### src/rtl/fetch_unit.sv
// fetch_unit: instruction fetch front end.
// Issues one word-aligned request at a time to instruction memory and
// buffers returned words, tagged with their address, in a 2-entry FIFO.
// A taken branch is reported on the pop of the head. It flushes the buffer
// and retargets fetch. A response that is still in flight at that point is
// drained and dropped in KILL.
module fetch_unit #(
  parameter logic [31:0] RESET_PC = 32'h0000_0000,
  parameter int          DEPTH    = 2
) (
  input  logic        clk,
  input  logic        rst,
  output logic        imem_req,
  output logic [31:0] imem_addr,
  input  logic        imem_ack,
  input  logic [31:0] imem_rdata,
  output logic        instr_valid,
  output logic [31:0] Instr,
  output logic [31:0] PC,
  output logic [31:0] PCPlus4,
  input  logic        instr_ready,
  input  logic        PCSrc,
  input  logic [31:0] PCTarget
);

  localparam logic [1:0]  S_IDLE   = 2'd0;
  localparam logic [1:0]  S_BUSY   = 2'd1;
  localparam logic [1:0]  S_KILL   = 2'd2;
  localparam logic [1:0]  FULL     = 2'(DEPTH);
  localparam logic [31:0] START_PC = RESET_PC & ~32'd3;

  logic [1:0]  r_state;
  logic [31:0] r_fpc;
  logic [31:0] r_raddr;
  logic [1:0]  r_count;
  logic        r_head;
  logic [31:0] r_pc_mem  [DEPTH];
  logic [31:0] r_ins_mem [DEPTH];

  logic        w_pop;
  logic        w_redirect;
  logic [31:0] w_target;
  logic        w_push;
  logic        w_wr_idx;
  logic [1:0]  w_cnt_after;
  logic [31:0] w_raddr_nxt;

  assign w_pop       = (r_count != 2'd0) && instr_ready;
  assign w_redirect  = w_pop && PCSrc;
  assign w_target    = PCTarget & ~32'd3;
  assign w_push      = (r_state == S_BUSY) && imem_ack && !w_redirect;
  // Tail slot: head + count (mod 2). A push only happens when count < 2.
  assign w_wr_idx    = r_head ^ r_count[0];
  assign w_cnt_after = r_count + {1'b0, w_push} - {1'b0, w_pop};
  assign w_raddr_nxt = r_raddr + 32'd4;

  // Control state: FSM, fetch/request addresses, FIFO occupancy and head.
  always_ff @(posedge clk or posedge rst) begin
    if (rst) begin
      r_state <= S_IDLE;
      r_fpc   <= START_PC;
      r_raddr <= START_PC;
      r_count <= 2'd0;
      r_head  <= 1'b0;
    end else begin
      if (w_redirect) begin
        r_count <= 2'd0;
      end else begin
        r_count <= w_cnt_after;
      end
      if (w_pop) begin
        r_head <= ~r_head;
      end
      case (r_state)
        S_IDLE: begin
          if (w_redirect) begin
            r_fpc <= w_target;
          end else if (r_count < FULL) begin
            r_state <= S_BUSY;
            r_raddr <= r_fpc;
          end
        end
        S_BUSY: begin
          if (w_redirect) begin
            r_fpc   <= w_target;
            r_state <= imem_ack ? S_IDLE : S_KILL;
          end else if (imem_ack) begin
            // raddr advances even when stopping, so an idle unit shows
            // the next fetch address on imem_addr.
            r_fpc   <= w_raddr_nxt;
            r_raddr <= w_raddr_nxt;
            r_state <= (w_cnt_after < FULL) ? S_BUSY : S_IDLE;
          end
        end
        S_KILL: begin
          if (w_redirect) begin
            r_fpc <= w_target;
          end
          if (imem_ack) begin
            r_state <= S_IDLE;
          end
        end
        default: r_state <= S_IDLE;
      endcase
    end
  end

  // FIFO storage: returned word and its address written at the tail.
  always_ff @(posedge clk) begin
    if (w_push) begin
      r_pc_mem[w_wr_idx]  <= r_raddr;
      r_ins_mem[w_wr_idx] <= imem_rdata;
    end
  end

  // Outputs decoded from registers only; head fields read as 0 when empty.
  always_comb begin
    imem_req    = (r_state == S_BUSY) || (r_state == S_KILL);
    imem_addr   = r_raddr;
    instr_valid = (r_count != 2'd0);
    Instr       = 32'd0;
    PC          = 32'd0;
    if (r_count != 2'd0) begin
      Instr = r_ins_mem[r_head];
      PC    = r_pc_mem[r_head];
    end
    PCPlus4 = PC + 32'd4;
  end

endmodule

### config.mk
export PLATFORM = sky130hd
export DESIGN_NAME = fetch_unit
export DESIGN_NICKNAME = d
export VERILOG_FILES = /design/src/rtl/fetch_unit.sv
export SDC_FILE = /design/constraint.sdc
export NUM_CORES = 1
export LEC_CHECK = 0
export ABC_CLOCK_PERIOD_IN_PS = 4300
export CAP_MARGIN = 20
export CORE_MARGIN = 3
export CORE_UTILIZATION = 47
export DETAILED_ROUTE_END_ITERATION = 16
export GPL_TIMING_DRIVEN = 0
export PLACE_DENSITY = 0.77
export SLEW_MARGIN = 20
export SYNTH_ARGS = -nofsm -noshare
export SYNTH_HDL_FRONTEND = slang
export SYNTH_SLANG_ARGS = --single-unit
### constraint.sdc
create_clock -name clk -period 4.3 [get_ports clk]
set_input_delay 1.075 -clock clk [delete_from_list [all_inputs] [get_ports clk]]
set_output_delay 1.075 -clock clk [all_outputs]
set_load 0.05 [all_outputs]
==> Flow_metrics.wiki, run 1 <==
{| class="wikitable"
! Metric !! Value
|-
| Setup violations, final || 0
|-
| First-pass GRT wire length || 40,100 um
|-
| Vias in the first global route || approximately 7,300
|-
| # nets final || 1,173
|-
| WL final || 26,400 um
|-
| Crit Path Class || reg -> out
|-
| Overflow left after global routing || 0
|-
| Post-Synthesis Net Count || between 900 and 1,000
|-
| Cell types with the largest area share after synthesis || sky130_fd_sc_hd__edfxtp_1, sky130_fd_sc_hd__dfrtp_1, sky130_fd_sc_hd__mux2i_1
|-
| Die Height || 150 um
|-
| Minimum clock period after layout || around 4.2 ns
|-
| Post-synth top area share || 0.394
|-
| Dominant register cell in the synthesized netlist || sky130_fd_sc_hd__edfxtp_1
|-
| Number of iterations in the first detailed-routing pass || 5
|-
| Die X || ~150 um
|-
| Crit path max fanout || 7
|-
| Number of levels the H-tree was split into || 4
|-
| Combined flip-flop and latch cell area || roughly 0.0056 sq mm
|-
| Series of cell instances along the critical path || buf_6 > buf_12 > buf_12 > mux2_4 > and2_4 > ha_4 > nor3b_4 > nand4_1 > or4_4 > xnor2_2 > buf_6
|-
| Pin slew with the least headroom to its limit || 0.750 ns
|-
| Area taken by multi-input logic gates || approximately 0.0040 sq mm
|-
| Run status || finished, final reports clean
|-
| RePlAce Congestion || around 0.94
|-
| Number of vias after detailed routing || approximately 7,700
|-
| Sinks on the clock net || slightly below 200
|-
| Slowest Stage Delay on Critical Path || roughly 0.59 ns
|-
| Critical path required time || around 3.2 ns
|-
| Class of the tightest hold or removal check || reg -> reg
|-
| Capturing element type of the critical path || output port
|-
| Sequential-to-total area share from yosys stat || 0.571
|-
| Largest net degree at the start of global routing || 51
|-
| Number of flops mapped to enable cells by yosys || 128
|-
| Upper clock frequency limit || around 240 MHz
|-
| Fraction of final layout cells with drive strength greater than 1 || 0.137
|-
| Final Max Tran Viols || 0
|-
| # placed instances || 1,325
|-
| Ant diodes || 0
|-
| Standard cell core area || around 0.020 sq mm
|-
| Gate count after technology mapping || 854
|-
| Number of remaining DRC errors || 0
|-
| Data arrival time of the critical path || between 3 and 4 ns
|-
| Seq cells post-synth || between 150 and 200
|-
| Final cell area excluding filler cells || about 0.013 sq mm
|-
| Area after DPL || around 0.012 sq mm
|-
| Total CTS buffers || 17
|-
| Max-capacitance violation count || 0
|-
| Cell Area, Synth || between 0.009 and 0.01 sq mm
|-
| FP Rows || 52
|-
| Number of vias per cell || 5.60
|-
| Final Hold Vio Count || 0
|-
| Clock tree from TritonCTS || done
|-
| Mean area per synthesized cell || ~11 sq um
|-
| Starting density of the core || 0.481
|-
| Library cell with the largest summed area after synthesis || sky130_fd_sc_hd__edfxtp_1
|-
| Max Buffers Root-to-Sink || 2
|-
| Cell chosen for the clock root || sky130_fd_sc_hd__clkbuf_16
|-
| Relative area change from synthesis to final layout || 34.3%
|-
| Worst max-slew margin expressed relative to the limit || 0.499
|-
| Unrepaired setup endpoints after global routing || yes
|-
| Commonest cells after routing, fill and taps aside || sky130_fd_sc_hd__clkdlybuf4s50_1, sky130_fd_sc_hd__edfxtp_1, sky130_fd_sc_hd__mux2i_1, sky130_fd_sc_hd__nor2_1, sky130_fd_sc_hd__nand2_1
|-
| Initial drt markers || between 600 and 700
|-
| Routed wire per std cell || ~19 um
|-
| IO Count || a little under 200
|-
| Worst skew pair latency || around 0.44 ns
|-
| Global-route usage over all layers || 0.230
|-
| Input/output buffers || just under 200
|-
| Antenna Violating Nets Remaining || 0
|-
| Master of the slowest instance on the critical path || sky130_fd_sc_hd__or4_4
|-
| Worst-case clock skew || around 0.011 ns
|-
| Total Neg Setup Slack || 0 ns
|-
| Synth cell types || 59
|-
| Clock transition at the register clock pins on the worst setup and hold paths after CTS || 0.07 ns
|-
| Number of antenna violations at the first check in global routing || 0
|-
| Final worst path period share || 0.971
|-
| Estimated wirelength of the detail-placed design || roughly 19,000 um
|-
| Worst hold margin || about 0.46 ns
|-
| Most common library cell in the layout ignoring fill and taps || sky130_fd_sc_hd__clkdlybuf4s50_1
|-
| Critical Path Source Type || flip-flop
|-
| Fillers || between 1,500 and 2,000
|-
| Share of synthesized flip-flops with an asynchronous set or reset || 0.350
|-
| Warning count from the yosys run || 0
|-
| Cell Count, Final, Fillers Out || approximately 1,400
|-
| Die area || 0.0225 sq mm
|}
what timing repair did:
item,in CTS,in global routing
gates resized for setup,99,17
hold buffers,0,0
setup buffers,13,10
pin swaps,4,5
setup endpoints to repair,35,16
cloned,1,0
state kept, by name (all words and copies together) (netlist names):
signal	flops
imem_addr	32
r_count	2
r_fpc	32
r_head	1
r_ins_mem	64
r_pc_mem	64
r_state	2
cell families after synthesis:
kind of cell    count (synthesis)  share of synthesized area
compound gates                152                     0.0956
flops                         197                      0.571
xor+xnor                       53                     0.0476
buf+inv                        69                     0.0350
fa+ha+maj                       8                     0.0103
mux                            88                     0.0907
simple gates                  287                      0.150
critical path: cells and delay by family (launching register included):
kind	cells	cell delay, ns
xor+xnor	1	0.16
simple gates	4	1.20
buf+inv	4	0.57
mux	1	0.19
flops	1	0.41
fa+ha+maj	1	0.13
final timing paths:
kind	startpoint	endpoint	slack [ns]	cells past startpoint
setup / recovery	r_head	PCPlus4[14]	0.13	11
setup reg to reg	r_state[1]	r_state[0]	1.11	12
hold reg to reg	r_fpc[0]	r_fpc[0]	0.46	2
max in group asynchronous	rst	imem_addr[21]	2.81	3
hold / removal	r_fpc[0]	r_fpc[0]	0.46	2
min in group asynchronous	rst	r_fpc[6]	0.94	2
synthesized netlist by cell type (9+ instances only):
| cell type | number |
|---|---|
| sky130_fd_sc_hd__xor2_1 | 23 |
| sky130_fd_sc_hd__and3_1 | 9 |
| sky130_fd_sc_hd__mux2i_1 | 84 |
| sky130_fd_sc_hd__nor4_2 | 10 |
| sky130_fd_sc_hd__inv_1 | 17 |
| sky130_fd_sc_hd__a22oi_1 | 12 |
| sky130_fd_sc_hd__nor3_1 | 23 |
| sky130_fd_sc_hd__a21oi_1 | 44 |
| sky130_fd_sc_hd__dfrtp_1 | 69 |
| sky130_fd_sc_hd__o22ai_1 | 14 |
| sky130_fd_sc_hd__nor2_1 | 83 |
| sky130_fd_sc_hd__clkbuf_1 | 20 |
| sky130_fd_sc_hd__edfxtp_1 | 128 |
| sky130_fd_sc_hd__buf_2 | 14 |
| sky130_fd_sc_hd__nand3_1 | 40 |
| sky130_fd_sc_hd__nand2_1 | 72 |
| sky130_fd_sc_hd__nand4_1 | 11 |
| sky130_fd_sc_hd__xnor2_1 | 30 |
| sky130_fd_sc_hd__o21ai_0 | 46 |
through the flow:
stage | util | worst slack (ns)
2_1_floorplan | - | 0.0320
3_3_place_gp | 0.599 | -0.899
3_5_place_dp | 0.606 | -0.870
4_1_cts | 0.641 | 0.0116
5_1_grt | 0.646 | -0.0182
6_report | 0.646 | 0.125
layer usage:
layer	up-vias	routed length, um	GRT usage
met4	0	588	0.0823
met3	41	2220	0.0521
met5	-	0	0
met2	362	12800	0.384
li1	3598	-	-
met1	3722	10800	0.297
area by class of cell:
cell class / instances / share of cell area
clock buffers: 17 / 0.0325
repair buffers: 224 / 0.171
flip-flops and latches: 197 / 0.425
inverters: 17 / 0.00506
multi-input cells: 588 / 0.307
clock inverters: 14 / 0.00945
plain buffers: 51 / 0.0240
well taps: 270 / 0.0258
Power of run 1 is not shown: default switching activity piles up to over one toggle a cycle in this logic, so the estimate is an artifact.
==> run 2, diff against run 1 <==
--- a/config.mk
+++ b/config.mk
@@ -6,12 +6,12 @@
 export NUM_CORES = 1
 export LEC_CHECK = 0
 export ABC_CLOCK_PERIOD_IN_PS = 4300
-export CAP_MARGIN = 20
 export CORE_MARGIN = 3
 export CORE_UTILIZATION = 47
 export DETAILED_ROUTE_END_ITERATION = 16
 export GPL_TIMING_DRIVEN = 0
 export PLACE_DENSITY = 0.77
+export RECOVER_POWER = 25
 export SLEW_MARGIN = 20
 export SYNTH_ARGS = -nofsm -noshare
 export SYNTH_HDL_FRONTEND = slang
==> Flow_metrics.wiki, run 2 (synthesized netlist as in run 1, its figures left out) <==
{| class="wikitable"
! Metric !! Value
|-
| Clock transition at the register clock pins on the worst setup and hold paths after CTS || 0.07 ns (about the same)
|-
| Top routing layer used || met4
|-
| Register-to-register path setup slack || 1.12 ns (about the same)
|-
| Commonest cells after routing, fill and taps aside || sky130_fd_sc_hd__clkdlybuf4s50_1, sky130_fd_sc_hd__edfxtp_1, sky130_fd_sc_hd__mux2i_1, sky130_fd_sc_hd__nor2_1, sky130_fd_sc_hd__nand2_1
|-
| Number of levels the H-tree was split into || 4 (unchanged)
|-
| Input/output buffers || 196 (unchanged)
|-
| Most common library cell in the layout ignoring fill and taps || sky130_fd_sc_hd__clkdlybuf4s50_1
|-
| Unrepaired setup endpoints after global routing || yes
|-
| Data arrival time of the critical path || 3.08 ns (-0.02 ns)
|-
| Crit path max fanout || 7 (unchanged)
|-
| Worst hold margin || 0.460 ns (-0.00338 ns)
|-
| Area after DPL || 0.0123 sq mm (unchanged)
|-
| Crit Path Class || reg -> out
|-
| Routed wire per std cell || 19.1 um (-0.24%)
|-
| Critical Path Source Type || flip-flop
|-
| Die X || 150 um (unchanged)
|-
| Upper clock frequency limit || 241 MHz (+0.44%)
|-
| Standard cell core area || 0.0203 sq mm (unchanged)
|-
| Relative area change from synthesis to final layout || 34.3% (about the same)
|-
| Amount of wire on met3 after detailed routing || 2240 um (+0.63%)
|-
| FP Rows || 52 (unchanged)
|-
| Clock tree from TritonCTS || done
|-
| Estimated wirelength of the detail-placed design || 18,900 um (unchanged)
|-
| Number of vias per cell || 5.59 (-0.27%)
|-
| Number of iterations in the first detailed-routing pass || 5 (unchanged)
|-
| First-pass GRT wire length || 40,100 um (unchanged)
|-
| RePlAce Congestion || 0.943 (unchanged)
|-
| Sum of routed wire segments on met1 || 10,700 um (-0.83%)
|-
| Min-delay src || r_fpc[0]
|-
| Final worst path period share || 0.967 (-0.00421)
|-
| Cell chosen for the clock root || sky130_fd_sc_hd__clkbuf_16
|-
| Minimum clock period after layout || 4.16 ns (-0.0181 ns)
|-
| Class of the tightest hold or removal check || reg -> reg
|-
| Worst reg-to-reg path cell count || 12 (unchanged)
|-
| Starting density of the core || 0.481 (unchanged)
|-
| Worst skew pair latency || 0.43 ns (about the same)
|-
| Initial drt markers || 691 (+6.0%)
|-
| Max-capacitance violation count || 0 (unchanged)
|-
| Met2 routed WL || 12,800 um (about the same)
|-
| Final Hold Vio Count || 0 (unchanged)
|-
| WHS Endpoint || r_fpc[0]
|-
| WL final || 26,300 um (about the same)
|-
| # nets final || 1,173 (unchanged)
|-
| Setup violations, final || 0 (unchanged)
|-
| Largest net degree at the start of global routing || 51 (unchanged)
|-
| Worst-case clock skew || 0.0125 ns (+0.00124 ns)
|-
| Number of hold-repair buffers added at the cts stage || 0 (unchanged)
|-
| Pin slew with the least headroom to its limit || 1.02 ns (+0.266 ns)
|-
| Number of vias after detailed routing || 7,713 (-0.13%)
|-
| Global-route usage over all layers || 0.230 (unchanged)
|-
| IO Count || 199 (unchanged)
|-
| Final Max Tran Viols || 0 (unchanged)
|-
| Critical path required time || 3.22 ns (about the same)
|-
| Top flop regs || r_ins_mem x64, r_pc_mem x64
|-
| Number of cells traversed by the worst hold path || 2 (unchanged)
|-
| Antenna Violating Nets Remaining || 0 (unchanged)
|-
| Number of remaining DRC errors || 0 (unchanged)
|-
| Die area || 0.0225 sq mm (unchanged)
|-
| Overflow left after global routing || 0 (unchanged)
|-
| Endpoint of the most critical register-to-register path || r_state[0]
|-
| Run status || finished, final reports clean
|-
| Total CTS buffers || 17 (unchanged)
|-
| Max Buffers Root-to-Sink || 2 (unchanged)
|-
| Fraction of final layout cells with drive strength greater than 1 || 0.137 (unchanged)
|-
| Sinks on the clock net || 197 (unchanged)
|-
| Capturing element type of the critical path || output port
|-
| Die Height || 150 um (unchanged)
|-
| Number of antenna violations at the first check in global routing || 2 (+2)
|-
| Startpoint of the worst-slack reg-to-reg timing path || r_state[1]
|-
| Final cell area excluding filler cells || 0.0131 sq mm (about the same)
|-
| Worst max-slew margin expressed relative to the limit || 0.319 (-0.180)
|-
| Vias in the first global route || 7,284 (unchanged)
|}
## run 2: per-layer routing
metal,vias to the layer above,global-route usage
met5,-,0
met3,47,0.0521
met2,377,0.384
met1,3693,0.297
met4,0,0.0823
li1,3596,-
## run 2: layout make-up
class / count / area [sq um]
Tap cell: 270 / 338
Buffer: 51 / 314
Inverter: 17 / 65.1
Antenna cell: 2 / 5.00
Clock buffer: 17 / 425
Multi-Input combinational cell: 588 / 4020
Clock inverter: 14 / 124
Sequential cell: 197 / 5570
Fill cell: 1592 / 7190
Timing Repair Buffer: 224 / 2240
## run 2: worst max-delay path by stage
| stage | start | end | slack (ns) | cells after the start |
|---|---|---|---|---|
| global route | r_head | PCPlus4[14] | -0.02 | 11 |
| detailed placement | r_count[0] | PCPlus4[18] | -0.87 | 13 |
| finish | r_head | PCPlus4[14] | 0.14 | 11 |
| floorplan | r_count[1] | PCPlus4[16] | 0.03 | 12 |
| global placement | instr_ready | r_ins_mem[1][4] | -0.90 | 5 |
| CTS | r_head | PCPlus4[14] | 0.01 | 11 |
## run 2: metrics by stage
step,std cells,setup slack [ns],util,setup TNS (ns)
3_3_place_gp,1320,-0.899,0.599,-123.42
6_report,1380,0.143,0.646,0
2_1_floorplan,854,0.0320,-,0
5_1_grt,1380,-0.0182,0.646,-0.0182
4_1_cts,1370,0.0116,0.641,0
3_5_place_dp,1325,-0.870,0.606,-9.65
## run 2: critical path, stage by stage, from the launching register on
cell	delay [ns]
sky130_fd_sc_hd__dfrtp_1	0.41
sky130_fd_sc_hd__buf_6	0.15
sky130_fd_sc_hd__buf_12	0.12
sky130_fd_sc_hd__buf_12	0.12
sky130_fd_sc_hd__mux2_4	0.19
sky130_fd_sc_hd__and2_4	0.15
sky130_fd_sc_hd__ha_4	0.13
sky130_fd_sc_hd__nor3b_4	0.21
sky130_fd_sc_hd__nand4_1	0.24
sky130_fd_sc_hd__or4_4	0.59
sky130_fd_sc_hd__xnor2_2	0.16
sky130_fd_sc_hd__buf_6	0.18
## run 2: what timing repair did
item                                    CTS  global route
pin swaps                                 4             5
gates cloned                              1             0
endpoints found under the hold margin     0             0
resized for setup                        99            17
endpoints found under the setup margin   35            16
setup buffers                            13            10
Power of run 2 is left out for the same reason.
